File: src/rtl/dsp_sop_result_drain.sv
// rtl/dsp_sop_result_drain.sv - captures an 8-lane SOP result frame and streams one lane per beat
// Optional checksum beat (XOR of all lanes) enabled by defining DSP_DRAIN_CHECKSUM_EN.
module dsp_sop_result_drain #(
  parameter int LANES = 8,
  parameter int WIDTH = 37
) (
  input  logic                   clk,
  input  logic                   reset,
  input  logic [LANES*WIDTH-1:0] in_data,
  input  logic                   in_valid,
  output logic                   in_ready,
  output logic [WIDTH-1:0]       out_data,
  output logic [3:0]             out_lane,
  output logic                   out_valid,
  input  logic                   out_ready,
  output logic                   out_last,
  output logic [15:0]            frame_cnt
);

  localparam int IDXW = (LANES > 1) ? $clog2(LANES) : 1;
`ifdef DSP_DRAIN_CHECKSUM_EN
  localparam logic [3:0] LAST_PTR = 4'(LANES);
`else
  localparam logic [3:0] LAST_PTR = 4'(LANES - 1);
`endif

  typedef enum logic {IDLE, DRAIN} state_t;

  state_t           r_state;
  state_t           w_state_nxt;
  logic [WIDTH-1:0] r_lane [LANES];
  logic [3:0]       r_ptr;
  logic [15:0]      r_frame_cnt;

  logic             w_at_last;
  logic             w_beat;
  logic             w_last_beat;
  logic             w_accept;
  logic [IDXW-1:0]  w_lane_idx;

  assign w_at_last   = (r_ptr == LAST_PTR);
  assign w_beat      = (r_state == DRAIN) & out_ready;
  assign w_last_beat = w_beat & w_at_last;
  assign w_accept    = in_valid & in_ready;
  assign w_lane_idx  = r_ptr[IDXW-1:0];
  assign frame_cnt   = r_frame_cnt;

`ifdef DSP_DRAIN_CHECKSUM_EN
  logic [WIDTH-1:0] w_csum;

  always_comb begin
    w_csum = '0;
    for (int k = 0; k < LANES; k++) begin
      w_csum = w_csum ^ r_lane[k];
    end
  end
`endif

  always_ff @(posedge clk) begin
    if (reset) begin
      r_state <= IDLE;
    end else begin
      r_state <= w_state_nxt;
    end
  end

  always_comb begin
    w_state_nxt = r_state;
    case (r_state)
      IDLE:    if (w_accept) w_state_nxt = DRAIN;
      DRAIN:   if (w_last_beat) w_state_nxt = w_accept ? DRAIN : IDLE;
      default: w_state_nxt = IDLE;
    endcase
  end

  // in_ready looks straight through to out_ready so a new frame can follow the last beat without a bubble.
  always_comb begin
    in_ready  = ~reset & ((r_state == IDLE) | ((r_state == DRAIN) & w_at_last & out_ready));
    out_valid = (r_state == DRAIN);
    out_lane  = (r_state == DRAIN) ? r_ptr : 4'd0;
    out_last  = (r_state == DRAIN) & w_at_last;
    out_data  = '0;
    if (r_state == DRAIN) begin
`ifdef DSP_DRAIN_CHECKSUM_EN
      out_data = (r_ptr == 4'(LANES)) ? w_csum : r_lane[w_lane_idx];
`else
      out_data = r_lane[w_lane_idx];
`endif
    end
  end

  always_ff @(posedge clk) begin
    if (reset) begin
      r_ptr       <= 4'd0;
      r_frame_cnt <= 16'd0;
    end else begin
      if (w_accept) begin
        r_ptr <= 4'd0;
      end else if (w_beat) begin
        r_ptr <= r_ptr + 4'd1;
      end
      if (w_last_beat && (r_frame_cnt != 16'hFFFF)) begin
        r_frame_cnt <= r_frame_cnt + 16'd1;
      end
    end
  end

  // Frame storage needs no reset: it is only visible while DRAIN, which is entered solely by a capture.
  always_ff @(posedge clk) begin
    if (w_accept) begin
      for (int k = 0; k < LANES; k++) begin
        r_lane[k] <= in_data[k*WIDTH +: WIDTH];
      end
    end
  end

endmodule

File: config.mk
export PLATFORM = sky130hd
export DESIGN_NAME = dsp_sop_result_drain
export DESIGN_NICKNAME = d
export VERILOG_FILES = /design/src/rtl/dsp_sop_result_drain.sv
export SDC_FILE = /design/constraint.sdc
export NUM_CORES = 1
export LEC_CHECK = 0
export BUFFER_PORTS_ARGS = -buffer_cell sky130_fd_sc_hd__buf_2
export CAP_MARGIN = 20
export CORE_UTILIZATION = 49
export DETAILED_ROUTE_END_ITERATION = 7
export PLACE_DENSITY = 0.86
export REMOVE_ABC_BUFFERS = 1
export SYNTH_ARGS = -nofsm -noshare
export SYNTH_HDL_FRONTEND = slang
export SYNTH_SLANG_ARGS = --single-unit
File: constraint.sdc
create_clock -name clk -period 35.3 [get_ports clk]
set_input_delay 10.59 -clock clk [delete_from_list [all_inputs] [get_ports clk]]
set_output_delay 10.59 -clock clk [all_outputs]
set_load 0.02 [all_outputs]
Yosys cells after proc, flatten, opt, wreduce, memory -nomap -nowiden
Memories as Yosys holds them, arrays and structs flattened. A register that Yosys moved wholly into a read port is not among the register bits.
Cells that the tools add are included.
{ "classes": {"bitwise": 9, "eq_ne": 2, "mux": 8, "reduce_logical": 2, "addsub": 2} }
{ "ops": {"columns": ["cell", "count"], "rows": [
  ["$mux 37", 1],
  ["$add 16x1->16 const B", 1],
  ["$ne 16x16->1 const B", 1],
  ["$and 1x1->1", 6],
  ["$mux 3", 2],
  ["$add 4x1->4 const B", 1],
  ["$eq 4x3->1 const B", 1],
  ["$mux 4", 1],
  ["$mux 1", 3],
  ["$not 1->1", 2],
  ["$pmux 1 s2", 1],
  ["$reduce_or 2->1", 1],
  ["$logic_and 1x1->1", 1],
  ["$or 1x1->1", 1]
]} }
{ "word_totals": {"ff_bits": 21, "elab_cells": 27, "ramBits": 296, "mem_count": 1, "inputBits": 300, "out_inout_bits": 60} }
{ "memory_table": {"columns": ["memory", "depth", "word_bits", "read_ports", "rd_ports_with_merged_regs", "write_ports", "line_no", "source"], "rows": [
  ["r_lane", 8, 37, 1, 1, 8, "31", "logic [WIDTH-1:0] r_lane [LANES];"]
]} }

Longest topological paths before layout
Gate-level depths: netlist of run 1.
{ "logic_depth": {"ltp_word": 9, "ltp_mapped": 6} }

Least setup slack after synthesis of run 1
OpenSTA, ideal clock, no wires.
{ "synth_path": {"path_kind": "input to output", "start": "input port reset", "end": "output port in_ready", "path_stages": 3, "path_buffers": 1, "path_slack_ns": 13.532, "arrival_time_ns": 11.178, "path_cell_list": "buf_1 > inv_1 > and2_1"} }
{ "synth_between": {"elab_chain_cells": 2} }
{ "synth_lines": {"columns": ["item", "line_no", "source"], "rows": [
  ["start, declared", "8", "input logic reset,"],
  ["$not 1->1", "78", "in_ready = ~reset & ((r_state == IDLE) | ((r_state == DRAIN) & w_at_last & out_ready));"],
  ["$and 1x1->1", "78", null],
  ["end, declared", "11", "output logic in_ready,"]
]} }
Every way passes these cells.

Worst setup path in the final report of run 1
Same ends and word-level chain as after synthesis.

==> reports/qor.csv, run 1 <==
metric,value,unit
Worst Path Max Fanout,19,
clock period minus worst slack,21990,ps
Leakage Power,5.74,nW
post-detail-place hpwl,17.8,mm
endpoints failing setup,0,
vias in the first global route,7365,
Post-Layout Cell Count,1328,
Synth Instances,598,
status,completed,
met1 Use GR,23.1,%
TNS Setup,0,ps
Util after Layout,62.6,%
maximum clock frequency,45.5,MHz
YS warnings,0,
first-pass GRT wire length,39.2,mm
RSZ-0062 raised after global routing,false,
Port Buf Inserts,359,
clk_lat worst skew,500,ps
Worst slew margin,30.0,%
# hold bufs at CTS,0,
"commonest non-fill, non-tap cells in the layout","buf_2 (359), edfxtp_1 (296), mux4_2 (74)",
switching pwr,0.000164,W
H-tree Lvls,2,
CTS Buffer Depth,3,
Pwr per Cell Area,52.6,nW/um^2
placed instance count,1263,
Row Count,58,
Flop pwr share,52.8,%
largest net degree at the start of global routing,85,
final instance area,15700,um^2
critical setup path kind,input port to primary output,
Post-route DRC,0,
Gate power share,5.5,%
TritonCTS buffer count,34,
fraction of layout cells with a size suffix above 1,50.8,%
global placement routability congestion,0.838,
post_cts resized,0,
via-per-instance ratio,5.34,
Yosys cell types,44,
Net Sw Frac,19.9,%
final slew viol count,0,
drt wl/cell,19.9,um
ANT nets after route,0,
Worst-Margin Slew,1050,ps
met3 Usage GRT,4.37,%
post-CTS setup buffer count,0,
arrival time worst endpoint,11400,ps
Root Driver,clkbuf_16,
GR peak layer,met2,
Final Hold Violating Endpoints,0,
final period utilization,62.3,%
CTS tree,built,
CTS Sinks,320,
Die Ht,162,um
Yosys reg bits,320,
die width,162,um
WP data required,24710,ps
"Cell Area, Synth",12500,um^2
Placeable Area,25100,um^2
Cell Int Power,0.000663,W
"commonest non-fill, non-tap cell in the layout",buf_2,
post-synthesis sequential area ratio,75.0,%
Starting Density,49.7,%
GRT met2 Usage,36.0,%
Hold Crit Class,register to register,
Peak VDD IR,0.0474,mV
GRT Total Usage,20.1,%
clk_skew,16.8,ps
Post-Place Cell Area,14600,um^2
Synth Area per Inst,20.9,um^2
Area Growth Syn to Fin,25.8,%
Crit. End Element,primary output,
"Clk pin slew, worst setup/hold paths",60,ps
initial antenna violation count,5,
die area,26100,um^2
critical path launch point type,input port,
via count,7092,
global route total overflow,0,
maxcap violations,0,
DRT Pass-1 Iters,5,
Final nets,1272,
Total Routed Length,26.4,mm
hold_ws,530,ps
Ports,360,
1st-iter DRT viols,640,
clock power share,41.7,%
-- flip-flops by register name (all words and copies together), names as in the netlist, named ones only --
register and flops:
out_valid 1, r_ptr 4, frame_cnt 16, r_lane 296
-- cell usage after synthesis, drive strengths merged --
cell      n  area share, %
nor2b    38            1.9
nand4     8           0.62
mux4     74             13
o311ai    2           0.14
or4       6           0.36
or3b      1          0.070
xor2      2           0.14
edfxtp  296             71
a21o      1          0.060
xnor2     1          0.070
and3      4           0.20
a21bo     1          0.080
o41ai     2           0.14
and4      3           0.23
dfxtp    24            3.8
or3       4           0.20
nor4      2           0.27
ha        2           0.20
buf      25            1.2
or2       1          0.050
clkbuf    4           0.12
mux2i    37            3.0
mux2      1          0.090
nand2     9           0.29
a31oi     1          0.050
inv       3          0.090
a21oi    14           0.56
and3b     1          0.080
o31ai     7           0.42
o21ai     6           0.24
nand2b    1          0.050
nand3     4           0.16
nor2      6           0.18
and2      7           0.37
-- worst max-delay path, cell delays in order --
cell and delay [ps]:
buf_2 310, inv_1 170, and2_1 170, buf_2 150
-- cells by family after synthesis --
logic type,count (synthesis),share of synthesized area [%]
AOI/OAI and AO/OA,34,1.69
DFF,320,75.0
muxes,112,16.4
adders and majority gates,2,0.200
buffers and inverters,32,1.41
and+or+nand+nor,95,5.04
xor gates and xnor gates,3,0.210
-- final cells by class --
class	count	area, um^2
multi-input combinational	246	2950
clock buffer	44	930
sequential	320	9380
inverter	3	11.3
fill	1738	9400
tap	330	413
timing repair buffer	365	1860
clock inverter	15	158
antenna	5	12.5
-- power groups by stage --
| stage | combinational, W | clock [W] | sequential, W |
|---|---|---|---|
| 6_report | 0.0000455 | 0.000345 | 0.000436 |
| 3_3_place_gp | 0.0000439 | 0 | 0.000444 |
| 4_1_cts | 0.0000459 | 0.000352 | 0.000437 |
| 3_5_place_dp | 0.0000457 | 0 | 0.000445 |
| 2_1_floorplan | 0.0000220 | 0 | 0.000447 |
| 5_1_grt | 0.0000491 | 0.000367 | 0.000437 |
-- metrics by stage --
stage | power, W | setup WS, ps
final | 0.000827 | 13310
after global routing | 0.000853 | 13240
after CTS | 0.000835 | 13310
after detailed placement | 0.000490 | 13310
after global placement | 0.000488 | 13350
after floorplan | 0.000469 | 13720
-- worst paths after layout --
path	start	to	slack [ps]	cells after the start
max	reset	in_ready	13310	4
min	frame_cnt[6]	frame_cnt[6]	530	1
max reg2reg	r_ptr[0]	r_lane[4][3]	31220	6
min reg2reg	frame_cnt[6]	frame_cnt[6]	530	1
-- metal layers --
metal | part of all wire, % | vias to the layer above
met4 | 3.2 | 0
met5 | 0 | -
met2 | 53 | 331
met3 | 7.1 | 65
met1 | 37 | 3478
li1 | - | 3218
No activity file was read; power rests on OpenSTA's default activity.
==> run 2: changes to the inputs <==
- CORE_UTILIZATION: 49 -> 47
- clock period: 35.3 -> 20.2 ns (I/O delays scaled with it)
==> run 2 against run 1 <==
  * Non-clock buffer count stayed put
  * First-iteration DRC count is 4.8% higher
  * Worst hold slack worse by 12 ps
  * Power is 75% higher
  * Critical endpoint unchanged
  * Utilization is 2.3 points lower
  * Register-to-register slack worse by 15000 ps
  * Clock skew is 2.9 ps higher
  * Sequential power is 75% higher
  * Critical path depth stayed put
  * Via count hardly changed
  * Wire length is 2.6% higher
==> reports/qor.csv, run 2 (same netlist as run 1, synthesis figures left out) <==
metric,value,unit
Final nets,1273,
hold_ws,518,ps
Ports,360,
TNS Setup,0,ps
Worst Path Max Fanout,19,
"Clk pin slew, worst setup/hold paths",60,ps
CTS Sinks,320,
maxcap violations,0,
CTS tree,built,
final period utilization,64.1,%
Post-route DRC,0,
fraction of layout cells with a size suffix above 1,50.4,%
Total Routed Length,27.1,mm
H-tree Lvls,2,
largest net degree at the start of global routing,91,
Final Hold Violating Endpoints,0,
Final WS setup,7260,ps
Peak VDD IR,0.0882,mV
GR peak layer,met2,
RSZ-0062 raised after global routing,false,
critical setup path kind,input port to primary output,
Placeable Area,26100,um^2
Starting Density,47.9,%
1st-iter DRT viols,671,
via count,7096,
dpl ws,7290,ps
Reg area,9380,um^2
Area Growth Syn to Fin,25.8,%
first-pass GRT wire length,39.0,mm
Worst-Margin Slew,1090,ps
Hold Crit Class,register to register,
# fillers,1875,
GRT met2 Usage,34.9,%
met3 Usage GRT,5.32,%
"commonest non-fill, non-tap cell in the layout",buf_2,
Row Count,59,
Leakage Power,5.74,nW
clock period minus worst slack,12940,ps
critical path launch point type,input port,
WP data required,14140,ps
vias in the first global route,7358,
CTS Buffer Depth,3,
# hold bufs at CTS,0,
global placement routability congestion,0.843,
Worst slew margin,27.0,%
post-CTS setup buffer count,0,
clk_skew,19.7,ps
die area,27200,um^2
Die Ht,165,um
post_cts resized,0,
arrival time worst endpoint,6880,ps
Post-Layout Cell Count,1333,
Multi-input gate area,2950,um^2
met1 Use GR,21.8,%
status,completed,
die width,165,um
ANT nets after route,0,
drt wl/cell,20.3,um
GRT Total Usage,19.4,%
TritonCTS buffer count,35,
global route total overflow,0,
Largest register FFs,296,
endpoints failing setup,0,
Pwr per Cell Area,92.2,nW/um^2
Crit. End Element,primary output,
clk_lat worst skew,510,ps
Port Buf Inserts,359,
DRT Pass-1 Iters,4,
Biggest register,r_lane,
placed instance count,1269,
final slew viol count,0,
post-detail-place hpwl,18.4,mm
Root Driver,clkbuf_16,
"commonest non-fill, non-tap cells in the layout","buf_2 (359), edfxtp_1 (296), mux4_2 (74)",
maximum clock frequency,77.3,MHz
via-per-instance ratio,5.32,
initial antenna violation count,1,
==> run 2: worst max-delay path, cell delays in order <==
cell    delay [ps]
buf_2          330
inv_1          170
and2_1         170
buf_2          150
==> run 2: area by class of cell <==
| cell class | instances | share of cell area (%) |
|---|---|---|
| antenna | 2 | 0.0319 |
| clock buffer | 46 | 6.10 |
| clock inverter | 16 | 0.900 |
| inverter | 3 | 0.0717 |
| multi-input combinational | 246 | 18.8 |
| sequential | 320 | 59.7 |
| tap | 335 | 2.67 |
| timing repair buffer | 365 | 11.7 |
==> run 2: path summary, 6_finish.rpt <==
path	startpoint	end	slack, ps	cells after the start
max reg2reg	r_ptr[0]	r_lane[4][36]	16200	6
min reg2reg	frame_cnt[6]	frame_cnt[6]	520	1
min	frame_cnt[6]	frame_cnt[6]	520	1
max	reset	in_ready	7260	4
==> run 2: layer usage <==
metal | up-vias | wire length, um | share of wire, %
li1 | 3218 | - | -
met1 | 3486 | 9930 | 37
met2 | 341 | 14400 | 53
met3 | 51 | 2150 | 8.0
met4 | 0 | 631 | 2.3
met5 | - | 0 | 0
==> run 2: through the flow <==
stage          power, W  util, %  instance area [um^2]
2_1_floorplan  0.000820        -                 12300
3_3_place_gp   0.000853     56.0                 14600
3_5_place_dp   0.000858     56.0                 14600
4_1_cts         0.00146     60.2                 15700
5_1_grt         0.00150     60.2                 15700
6_report        0.00145     60.3                 15700
==> run 2: where the power goes <==
part	leakage [nW]	internal [W]	switching, W
Combinational	2.26	0.0000424	0.0000378
Clock	0.541	0.000361	0.000245
Sequential	2.94	0.000753	0.0000103
Total	5.74	0.00116	0.000293
==> run 3: changes to the inputs <==
- CORE_UTILIZATION: 47 -> 49
- clock period: 20.2 -> 12.42 ns (I/O delays scaled with it)
==> run 3 against run 2 <==
  * Power increased by 61%
  * Sequential power up 63%
  * Cell count fell by 0.38%
  * Worst hold slack improved by 2.2 ps
  * Die area decreased by 4.0%
  * Non-clock buffer count fell by 1
  * Sequential share of layout area about the same
  * Count of clock-buffer cells in the layout grew 1
  * Utilization grew 2.3 points
  * Critical endpoint unchanged
==> reports/qor.csv, run 3 (same netlist as run 1, synthesis figures left out) <==
metric,value,unit
Post-route DRC,0,
Starting Density,49.7,%
Port Buf Inserts,359,
WP data required,8690,ps
Peak VDD IR,0.140,mV
max incr delay on CP,310,ps
Final nets,1271,
fraction of layout cells with a size suffix above 1,50.3,%
critical setup path kind,input port to primary output,
Worst Path Max Fanout,19,
min-delay src,frame_cnt[15],
Largest register FFs,296,
Worst slew margin,29.2,%
Hold Crit Class,register to register,
TritonCTS buffer count,34,
maximum clock frequency,121,MHz
Ports,360,
largest net degree at the start of global routing,146,
Buf/Inv on CP,3,
post_cts resized,0,
met3 Usage GRT,5.26,%
Root Driver,clkbuf_16,
RSZ-0062 raised after global routing,false,
Pwr per Cell Area,149,nW/um^2
Die Ht,162,um
"commonest non-fill, non-tap cell in the layout",buf_2,
Util after Layout,62.5,%
status,completed,
H-tree Lvls,2,
Multi-input gate area,2950,um^2
CTS Buffer Depth,3,
1st-iter DRT viols,518,
via-per-instance ratio,5.35,
RR Endpoint,r_lane[3][3],
GRT Total Usage,20.2,%
post-CTS setup buffer count,0,
die width,162,um
drt wl/cell,20.1,um
end of the worst hold path,frame_cnt[15],
Crit. End Element,primary output,
maxcap violations,0,
clock period minus worst slack,8270,ps
Placeable Area,25100,um^2
Leakage Power,5.72,nW
global placement routability congestion,0.847,
met1 Use GR,22.5,%
via count,7100,
r2r setup slk,9200,ps
"Largest delay share family, worst path",buffers and inverters,
arrival time worst endpoint,4540,ps
die area,26100,um^2
post-detail-place hpwl,18.2,mm
CTS Sinks,320,
DRT Pass-1 Iters,5,
hold path depth,2,
CP cell instances,buf_2 -> inv_1 -> and2_1 -> buf_2,
final slew viol count,0,
GRT met2 Usage,36.1,%
Crit path top cell by count,buf_2,
vias in the first global route,7461,
initial antenna violation count,5,
Biggest register,r_lane,
GR peak layer,met2,
"Clk pin slew, worst setup/hold paths",60,ps
ANT nets after route,0,
Total Routed Length,26.6,mm
CTS tree,built,
Area Growth Syn to Fin,25.8,%
Row Count,58,
# hold bufs at CTS,0,
FF-to-FF Start,r_ptr[0],
Final Hold Violating Endpoints,0,
Worst-Margin Slew,1060,ps
critical path launch point type,input port,
global route total overflow,0,
final period utilization,66.5,%
TNS Setup,0,ps
clk_lat worst skew,510,ps
endpoints failing setup,0,
clk_skew,23.8,ps
"commonest non-fill, non-tap cells in the layout","buf_2 (359), edfxtp_1 (296), mux4_2 (74)",
# fillers,1814,
first-pass GRT wire length,39.1,mm
R2R depth,5,
slowest CP cell,buf_2,
Reg area,9380,um^2
==> run 3: changes by cell type in the layout (fill, tap and decap cells not counted), sizes merged <==
cell	delta
buf	-1
clkbuf	+1
clkinv	-2
clkinvlp	+1
diode	+2
inv	-1
==> run 3: layout make-up <==
cell class                      count  area share (%)
Sequential cell                   320            59.7
Clock buffer                       47            5.99
Inverter                            3          0.0717
Tap cell                          330            2.63
Antenna cell                        4          0.0637
Clock inverter                     14           0.932
Multi-Input combinational cell    246            18.8
Timing Repair Buffer              364            11.8
==> run 3: tightest hold or removal path, stage by stage (launching register included) <==
cell	delay (ps)
dfxtp_1	340
o31ai_1	80
a21oi_1	60
==> run 3: layer usage <==
layer	part of all wire (%)	up-vias
met5	0	-
met4	3.4	0
li1	-	3221
met2	53	336
met1	36	3485
met3	7.6	58
==> run 3: worst max path at each step <==
stage / start / to / slack [ps] / cells past startpoint
4_1_cts: reset / in_ready / 4160 / 4
2_1_floorplan: out_ready / r_lane[0][0] / 1100 / 2
5_1_grt: reset / in_ready / 4070 / 4
6_report: reset / in_ready / 4150 / 4
3_5_place_dp: reset / in_ready / 4140 / 4
3_3_place_gp: reset / in_ready / 4200 / 4
==> run 3: where the power goes <==
| group | internal, W | switching [W] |
|---|---|---|
| sequential | 0.00122 | 0.0000173 |
| combinational | 0.0000692 | 0.0000599 |
| clock | 0.000576 | 0.000390 |
| total | 0.00187 | 0.000467 |
==> run 3: per-stage QoR <==
step | power (W) | cell area [um^2] | setup WS [ps] | std cells | hold slack (ps)
after global placement | 0.00139 | 14600 | 4200 | 1262 | 496
after detailed placement | 0.00139 | 14600 | 4140 | 1262 | 502
after CTS | 0.00236 | 15700 | 4160 | 1323 | 510
final | 0.00234 | 15700 | 4150 | 1328 | 520
after global routing | 0.00241 | 15700 | 4070 | 1328 | 546
after floorplan | 0.00133 | 12300 | 1100 | 569 | 484
